<file path="src/rtl/fetch_queue_pkg.sv">
// Shared RISC-V constants used by the fetch queue and the ID hazard/flush logic.
package fetch_queue_pkg;

   localparam int unsigned XLEN = 32;
   localparam logic [31:0] NOP  = 32'h0000_0013;  // addi x0, x0, 0

endpackage

</file>
<file path="src/rtl/fetch_queue_if.sv">
// Fetch-to-decode handshake bundle: fetch presents words, decode drains the queue head.
interface fetch_queue_if #(
   parameter int unsigned DEPTH = 4,
   parameter int unsigned XLEN  = fetch_queue_pkg::XLEN
);

   localparam int unsigned CW = $clog2(DEPTH) + 1;

   logic [XLEN-1:0] PC_IF;
   logic [XLEN-1:0] INSTRUCTION_IF;
   logic            PCSrc;
   logic            PC_write;
   logic            ID_ready;
   logic            ID_valid;
   logic [XLEN-1:0] PC_ID;
   logic [XLEN-1:0] INSTRUCTION_ID;
   logic [CW-1:0]   count;

   modport master (
      output PC_IF, INSTRUCTION_IF, PCSrc, ID_ready,
      input  PC_write, ID_valid, PC_ID, INSTRUCTION_ID, count
   );

   modport slave (
      input  PC_IF, INSTRUCTION_IF, PCSrc, ID_ready,
      output PC_write, ID_valid, PC_ID, INSTRUCTION_ID, count
   );

endinterface

</file>
<file path="src/rtl/fetch_queue.sv">
// Circular fetch queue between IF and ID with first-word fall-through head and flush on redirect.
module fetch_queue #(
   parameter int unsigned DEPTH = 4,  // power of two, at least 2
   parameter int unsigned XLEN  = fetch_queue_pkg::XLEN
) (
   input logic          clk,
   input logic          reset,
   fetch_queue_if.slave fq
);

   import fetch_queue_pkg::*;

   localparam int unsigned AW = $clog2(DEPTH);
   localparam int unsigned CW = AW + 1;

   logic [AW-1:0]   wr_ptr_q;
   logic [AW-1:0]   rd_ptr_q;
   logic [CW-1:0]   count_q;
   logic [XLEN-1:0] pc_mem    [DEPTH];
   logic [XLEN-1:0] instr_mem [DEPTH];

   logic full;
   logic empty;
   logic push;
   logic pop;

   // Full/empty come from registered state only, so PC_write never depends on ID_ready or PCSrc.
   always_comb begin
      full  = (count_q == CW'(DEPTH));
      empty = (count_q == '0);
      push  = !full && !fq.PCSrc;
      pop   = !empty && fq.ID_ready && !fq.PCSrc;
   end

   always_ff @(posedge clk or posedge reset) begin
      if (reset) begin
         wr_ptr_q <= '0;
         rd_ptr_q <= '0;
         count_q  <= '0;
      end else if (fq.PCSrc) begin
         wr_ptr_q <= '0;
         rd_ptr_q <= '0;
         count_q  <= '0;
      end else begin
         if (push) begin
            wr_ptr_q <= wr_ptr_q + AW'(1);
         end
         if (pop) begin
            rd_ptr_q <= rd_ptr_q + AW'(1);
         end
         if (push && !pop) begin
            count_q <= count_q + CW'(1);
         end else if (pop && !push) begin
            count_q <= count_q - CW'(1);
         end
      end
   end

   // Storage is deliberately unreset; occupancy alone decides which entries are live.
   always_ff @(posedge clk) begin
      if (push) begin
         pc_mem[wr_ptr_q]    <= fq.PC_IF;
         instr_mem[wr_ptr_q] <= fq.INSTRUCTION_IF;
      end
   end

   always_comb begin
      fq.PC_write       = !full;
      fq.ID_valid       = !empty;
      fq.PC_ID          = empty ? '0 : pc_mem[rd_ptr_q];
      fq.INSTRUCTION_ID = empty ? XLEN'(NOP) : instr_mem[rd_ptr_q];
      fq.count          = count_q;
   end

endmodule

</file>
<file path="src/flat_wrapper.sv">
// flat-port wrapper written by rule: the top's interface ports become plain ports
module fetch_queue_flat import fetch_queue_pkg::*;
#(
   parameter int unsigned DEPTH = 4,                             
   parameter int unsigned XLEN  = fetch_queue_pkg::XLEN
)
  (clk, reset, fq_PC_IF, fq_INSTRUCTION_IF, fq_PCSrc, fq_ID_ready, fq_PC_write, fq_ID_valid, fq_PC_ID, fq_INSTRUCTION_ID, fq_count);
  fetch_queue_if #(.DEPTH(DEPTH), .XLEN(XLEN)) fq_i ();
  input logic clk;
  input logic reset;
  input wire logic [$bits(fq_i.PC_IF)-1:0] fq_PC_IF;
  input wire logic [$bits(fq_i.INSTRUCTION_IF)-1:0] fq_INSTRUCTION_IF;
  input wire logic [$bits(fq_i.PCSrc)-1:0] fq_PCSrc;
  input wire logic [$bits(fq_i.ID_ready)-1:0] fq_ID_ready;
  output wire logic [$bits(fq_i.PC_write)-1:0] fq_PC_write;
  output wire logic [$bits(fq_i.ID_valid)-1:0] fq_ID_valid;
  output wire logic [$bits(fq_i.PC_ID)-1:0] fq_PC_ID;
  output wire logic [$bits(fq_i.INSTRUCTION_ID)-1:0] fq_INSTRUCTION_ID;
  output wire logic [$bits(fq_i.count)-1:0] fq_count;
  assign fq_i.PC_IF = fq_PC_IF;
  assign fq_i.INSTRUCTION_IF = fq_INSTRUCTION_IF;
  assign fq_i.PCSrc = fq_PCSrc;
  assign fq_i.ID_ready = fq_ID_ready;
  assign fq_PC_write = fq_i.PC_write;
  assign fq_ID_valid = fq_i.ID_valid;
  assign fq_PC_ID = fq_i.PC_ID;
  assign fq_INSTRUCTION_ID = fq_i.INSTRUCTION_ID;
  assign fq_count = fq_i.count;
  fetch_queue #(.DEPTH(DEPTH), .XLEN(XLEN)) u_core (.clk(clk), .reset(reset), .fq(fq_i));
endmodule
</file>
<file path="config.mk">
export PLATFORM = sky130hd
export DESIGN_NAME = fetch_queue_flat
export DESIGN_NICKNAME = d
export VERILOG_FILES = /design/src/rtl/fetch_queue_pkg.sv /design/src/rtl/fetch_queue_if.sv /design/src/rtl/fetch_queue.sv /design/src/flat_wrapper.sv
export SDC_FILE = /design/constraint.sdc
export NUM_CORES = 1
export LEC_CHECK = 0
export BUFFER_PORTS_ARGS = -buffer_cell sky130_fd_sc_hd__buf_4
export CAP_MARGIN = 20
export CORE_ASPECT_RATIO = 0.75
export CORE_MARGIN = 3
export CORE_UTILIZATION = 25
export CTS_CLUSTER_SIZE = 12
export DETAILED_ROUTE_END_ITERATION = 8
export PLACE_DENSITY = 0.45
export SLEW_MARGIN = 20
export SYNTH_ARGS = -nofsm -noshare
export SYNTH_HDL_FRONTEND = slang
export SYNTH_SLANG_ARGS = --single-unit
</file>
<file path="constraint.sdc">
create_clock -name clk -period 5.7 [get_ports clk]
set_input_delay 0.855 -clock clk [delete_from_list [all_inputs] [get_ports clk]]
set_output_delay 0.855 -clock clk [all_outputs]
set_load 0.005 [all_outputs]
</file>
==> impl_metrics.ini, run 1 <==
[worst_setup_path]
rr_startpoint = u_core.fq.count[1]$_DFFE_PP0P_
rr_worst_depth = 6
end_kind = output port
r2r-end = u_core.fq.count[2]$_DFFE_PP0P_
worstPathCellList = buf_4, mux4_2, and2_1, buf_4
worstPathArrival_ns = 2.79
critPathKind = flop to output port
critPathRequiredTime_ns = 4.85
cp_slowest_stage_delay_ns = 0.84
path_max_fanout = 30
cp_common_cell = buf_4
start_kind = flop
reg2reg_setup_slack_ns = 3.30
crit_path_start = u_core.rd_ptr_q[0]$_DFFE_PP0P_
critPathSlowestCell = dfrtp_4

[sta]
finalHoldViolations = 0
tns_ns = 0
slew_headroom_pct = 26.9
final.period_utilization_pct = 63.9
final-setup-viol-count = 0
fin_skew_ns = 0.0105
fin_crit_ns = 3.64
maxClockFrequency_mhz = 274
worst_pin_slew_ns = 1.10
grt_setup_unrepaired = no
final-max-slew-violation-count = 0

[floorplan]
coreArea_mm2 = 0.0398
rows = 63
die_w_um = 239
dieArea_mm2 = 0.0430
start_util_pct = 25.5
num_io_pins = 137
dieHeight_um = 180

[layout]
multi_input_area_mm2 = 0.00213
finalNetCount = 680
area_delta_synth_final_pct = 25.4
fillers = 3829
final_core_util_pct = 31.9
drive_gt1_share_pct = 40.1
seqCellArea_mm2 = 0.00787

[synthesis]
yosysWarningCount = 0
synth_flop_cell = edfxtp_1
synth_edf_count = 256
async_reset_ff_share_pct = 2.66
syn-num-nets = 531
synth_cell_type_count = 28
synth_common_cells = 256 x edfxtp_1, 66 x and2_1, 64 x mux4_2
synth_most_common_cell = edfxtp_1
synth_cells = 458
ys_top_cells_by_area = edfxtp_1 76%, mux4_2 14%, and2_1 4.1%
yosys.area.top_type = edfxtp_1
synth_seq_area_share_pct = 77.5
synth_top_area_share_pct = 75.8
syn_avg_cell_area_um2 = 22.1
synth_seq_cells = 263
synthesis.area_mm2 = 0.0101

[cts]
cts_setup_buffers = 0
hold_buffers = 0
cts-resized-gates = 0
numClockSinks = 263
clk_latency_ns = 0.54
clkTransAtPathRegs_ns = 0.06
cts.htree.levels = 1
cts_made_buffers = 28
cts_tree = yes
clockRootBuffer = clkbuf_16
clockBufferDepth = 3

[global_route]
antenna_found_initial = 1
grt_util_all_layers_pct = 10.4
grt_pass1_wl_mm = 34.2
grt-ovfl-total = 0
grt_max_degree = 67
grt_pass1_vias = 5572

[worst_hold_path]
hp-class = input port to asynchronous set/reset pin

[drt]
vias_per_cell = 4.21
wl_met3_mm = 1.23
num_vias = 4844
first_pass_iters = 4
wire_per_inst_um = 19.3
drt_iter0_markers = 189
drcViolationCount = 0
met2WireLength_mm = 11.2
routed.top_layer = met4
drtAntennaViolNets = 0
finalWirelength_mm = 22.2
m1WireLength_mm = 9.23

[placed_design]
io_buffers = 136
place_congestion = 0.696
hpwl_mm = 13.1

[status]
status = completed

[job]
maxCapViolCount = 0

[power_and_ir_drop]
leakagePower_nw = 4.23
vdd_drop_max_mv = 0.204
p_per_area_mw_per_mm2 = 463
routing by layer:
metal	vias to the layer above	GRT usage, %
met5	-	0
met4	0	2.59
li1	2144	-
met1	2542	12.8
met2	119	18.2
met3	39	2.77
worst max-delay path: cells and delay by family (launching register included):
kind	cells	cell delay [ns]
AND/OR/NAND/NOR	1	0.20
flip-flops	1	0.84
buffers and inverters	2	0.65
multiplexers	1	0.56
how the worst max path moves through the flow:
stage	endpoint	slack, ns	cells after the start
after floorplan	u_core.instr_mem[0][0]$_DFFE_PP_	2.53	3
after global placement	fq_INSTRUCTION_ID[14]	2.51	4
after detailed placement	fq_INSTRUCTION_ID[13]	2.51	4
after CTS	fq_INSTRUCTION_ID[13]	1.92	4
after global routing	fq_INSTRUCTION_ID[17]	1.81	4
final	fq_INSTRUCTION_ID[13]	2.06	4
power breakdown:
group / total (W) / leakage, nW / internal (W) / switching, W
Sequential: 0.00262 / 2.43 / 0.00247 / 0.000153
Clock: 0.00174 / 0.433 / 0.00105 / 0.000696
Combinational: 0.00152 / 1.36 / 0.000825 / 0.000699
Total: 0.00589 / 4.23 / 0.00434 / 0.00155
final cells by class:
cell class / instances / area share, %
diodes: 2 / 0.0394
clock buffers: 43 / 6.28
clock inverters: 8 / 0.689
inverters: 7 / 0.226
multi-input cells: 165 / 16.7
flip-flops and latches: 263 / 61.9
well taps: 520 / 5.12
repair buffers: 142 / 9.01
cells by family (layout without fill, tap and decap cells):
group	count (synthesis)	in the layout	synth area share [%]
AO/OA/AOI/OAI	11	11	0.666
XOR/XNOR	2	2	0.173
adder cells (fa/ha/maj)	5	5	0.691
buffers and inverters	30	200	1.58
flip-flops	263	263	77.5
multiplexers	66	66	14.4
other	0	2	0
AND/OR/NAND/NOR	81	81	4.94
sequential cells by signal (all words and copies together) (netlist names):
signal and flops:
u_core.fq.count 3, u_core.instr_mem 128, u_core.pc_mem 128, u_core.rd_ptr_q 2, u_core.wr_ptr_q 2
per-stage QoR:
step	total power (W)	hold slack (ns)	setup slack [ns]	instance area (um2)	instances
after floorplan	0.00346	0.542	2.53	10100	458
after global placement	0.00418	0.564	2.51	11700	1093
after detailed placement	0.00426	0.594	2.51	11800	1097
after CTS	0.00604	0.216	1.92	12700	1148
after global routing	0.00624	0.232	1.81	12700	1149
final	0.00589	0.249	2.06	12700	1150
cell usage in the layout (no fill, tap or decap), types with 2 or more instances in the layout:
cell type,count
a21oi_1,4
a31oi_1,2
and2_1,62
and2_4,4
buf_16,4
buf_4,138
bufinv_16,2
clkbuf_1,12
clkbuf_16,29
clkbuf_8,2
clkinv_1,2
clkinv_2,4
dfrtp_1,5
dfrtp_4,2
diode_2,2
edfxtp_1,256
ha_1,4
inv_1,6
mux2i_1,2
mux4_2,64
nand2_1,2
nor2_1,4
o21a_1,2
or2_1,3
or3_1,2
Power figures use the tool's default switching activity.
==> inputs of run 2 (changes only) <==
Settings changed: PLACE_DENSITY 0.45 to 0.47.
Clock period 5.7 ns to 3.3 ns, I/O delays scaled along.
==> run 2 against run 1 <==
Wire length down 0.81%. Core utilization is 0.23 points lower. Worst setup slack got worse by 1.7 ns. Largest cell class unchanged. Die area is the same. Critical path depth fell by 1. Critical path type unchanged. Non-clock buffer count is 2 higher. Sequential power up 70%. Clock power grew 60%. Global-route usage shrank 0.17 points. Sequential share of layout area is 0.44 points higher. Combinational power grew 77%.
==> impl_metrics.ini, run 2 (synthesized netlist as in run 1, its figures left out) <==
[sta]
fin_crit_ns = 2.97
slew_headroom_pct = 27.9
worst_pin_slew_ns = 1.08
final-max-slew-violation-count = 0
tns_ns = 0
fin_ws_ns = 0.329
grt_setup_unrepaired = no
hold_slack_ns = 0.151
final-setup-viol-count = 0
maxClockFrequency_mhz = 337
finalHoldViolations = 0
fin_skew_ns = 0.0120
final.period_utilization_pct = 90.0

[floorplan]
dieArea_mm2 = 0.0430
coreArea_mm2 = 0.0398
die_w_um = 239
dieHeight_um = 180
start_util_pct = 25.5
rows = 63
num_io_pins = 137

[worst_hold_path]
hold_depth = 1
hold_path.startpoint = fq_PC_IF[15]
hold_end = u_core.pc_mem[2][15]$_DFFE_PP_
hp-class = input port to flop

[placed_design]
place_ws_ns = 0.822
place_congestion = 0.659
io_buffers = 136
hpwl_mm = 12.9

[global_route]
grt_max_degree = 67
antenna_found_initial = 0
grt_pass1_wl_mm = 33.6
grt-ovfl-total = 0
grt_util_all_layers_pct = 10.2
grt_pass1_vias = 5538

[drt]
vias_per_cell = 4.21
drcViolationCount = 0
num_vias = 4820
wire_per_inst_um = 19.2
drt_iter0_markers = 219
first_pass_iters = 4
drtAntennaViolNets = 0
finalWirelength_mm = 22.0

[layout]
mostFrequentLayoutCells = 256 x edfxtp_1, 138 x buf_4, 64 x mux4_2, 62 x and2_1, 29 x clkbuf_16
area_delta_synth_final_pct = 24.5
finalNetCount = 682
final_common_cell = edfxtp_1
antenna-diode-count = 0
drive_gt1_share_pct = 40.3

[cts]
cts_tree = yes
cts_setup_buffers = 0
clockBufferDepth = 3
clk_latency_ns = 0.54
cts_made_buffers = 28
cts.htree.levels = 1
numClockSinks = 263
clockRootBuffer = clkbuf_16
clkTransAtPathRegs_ns = 0.06

[worst_setup_path]
rr_startpoint = u_core.fq.count[1]$_DFFE_PP0P_
r2r-end = u_core.fq.count[2]$_DFFE_PP0P_
end_kind = output port
rr_worst_depth = 6
critPathKind = flop to output port
worstPathArrival_ns = 2.48
reg2reg_setup_slack_ns = 0.92
critPathRequiredTime_ns = 2.80
path_max_fanout = 66
start_kind = flop

[power_and_ir_drop]
leakagePower_nw = 4.19
vdd_drop_max_mv = 0.400
p_per_area_mw_per_mm2 = 786
total_power_w = 0.00993

[job]
maxCapViolCount = 0

[status]
status = completed
## run 2: per-stage QoR
stage	instance area (um2)	util, %	cells
floorplan	10100	-	458
finish	12600	31.7	1145
CTS	12600	31.7	1145
detailed placement	11800	29.7	1098
global placement	11800	29.7	1098
global route	12600	31.7	1145
## run 2: power by group
| part | total, W | internal, W | switching, W |
|---|---|---|---|
| clock network | 0.00278 | 0.00158 | 0.00120 |
| registers | 0.00446 | 0.00426 | 0.000195 |
| logic | 0.00269 | 0.00143 | 0.00126 |
## run 2: worst max path at each step
stage | end | startpoint | cells past startpoint | slack, ns
after floorplan | u_core.instr_mem[0][0]$_DFFE_PP_ | fq_PCSrc | 3 | 0.49
after global placement | fq_PC_ID[21] | u_core.fq.count[1]$_DFFE_PP0P_ | 4 | 0.79
after detailed placement | fq_INSTRUCTION_ID[1] | u_core.rd_ptr_q[1]$_DFFE_PP0P_ | 3 | 0.82
after CTS | fq_INSTRUCTION_ID[1] | u_core.rd_ptr_q[1]$_DFFE_PP0P_ | 3 | 0.22
after global routing | fq_INSTRUCTION_ID[1] | u_core.rd_ptr_q[1]$_DFFE_PP0P_ | 3 | 0.18
final | fq_INSTRUCTION_ID[1] | u_core.rd_ptr_q[1]$_DFFE_PP0P_ | 3 | 0.33
## run 2: routing by layer
layer,vias up,GRT usage [%],routed length (um)
met5,-,0,0
met4,0,2.20,467
met3,32,2.63,1080
met2,96,18.3,11400
met1,2538,12.4,9100
li1,2154,-,-
## run 2: what timing repair did
action                    4_1_cts  5_1_grt
hold endpoints to repair        7        0
hold buffers                    1        0
gates resized for setup         0        0
## run 2: critical path, stage by stage (launching register included)
cell and delay [ns]:
dfrtp_4 1.14, mux4_2 0.43, or2_1 0.22, buf_4 0.13
## run 2: layout make-up
| class | count | area (um2) |
|---|---|---|
| clock buffers | 35 | 748 |
| multi-input cells | 165 | 2130 |
| well taps | 520 | 651 |
| clock inverters | 11 | 52.6 |
| fillers | 3860 | 27200 |
| inverters | 7 | 28.8 |
| repair buffers | 144 | 1150 |
| flip-flops and latches | 263 | 7870 |
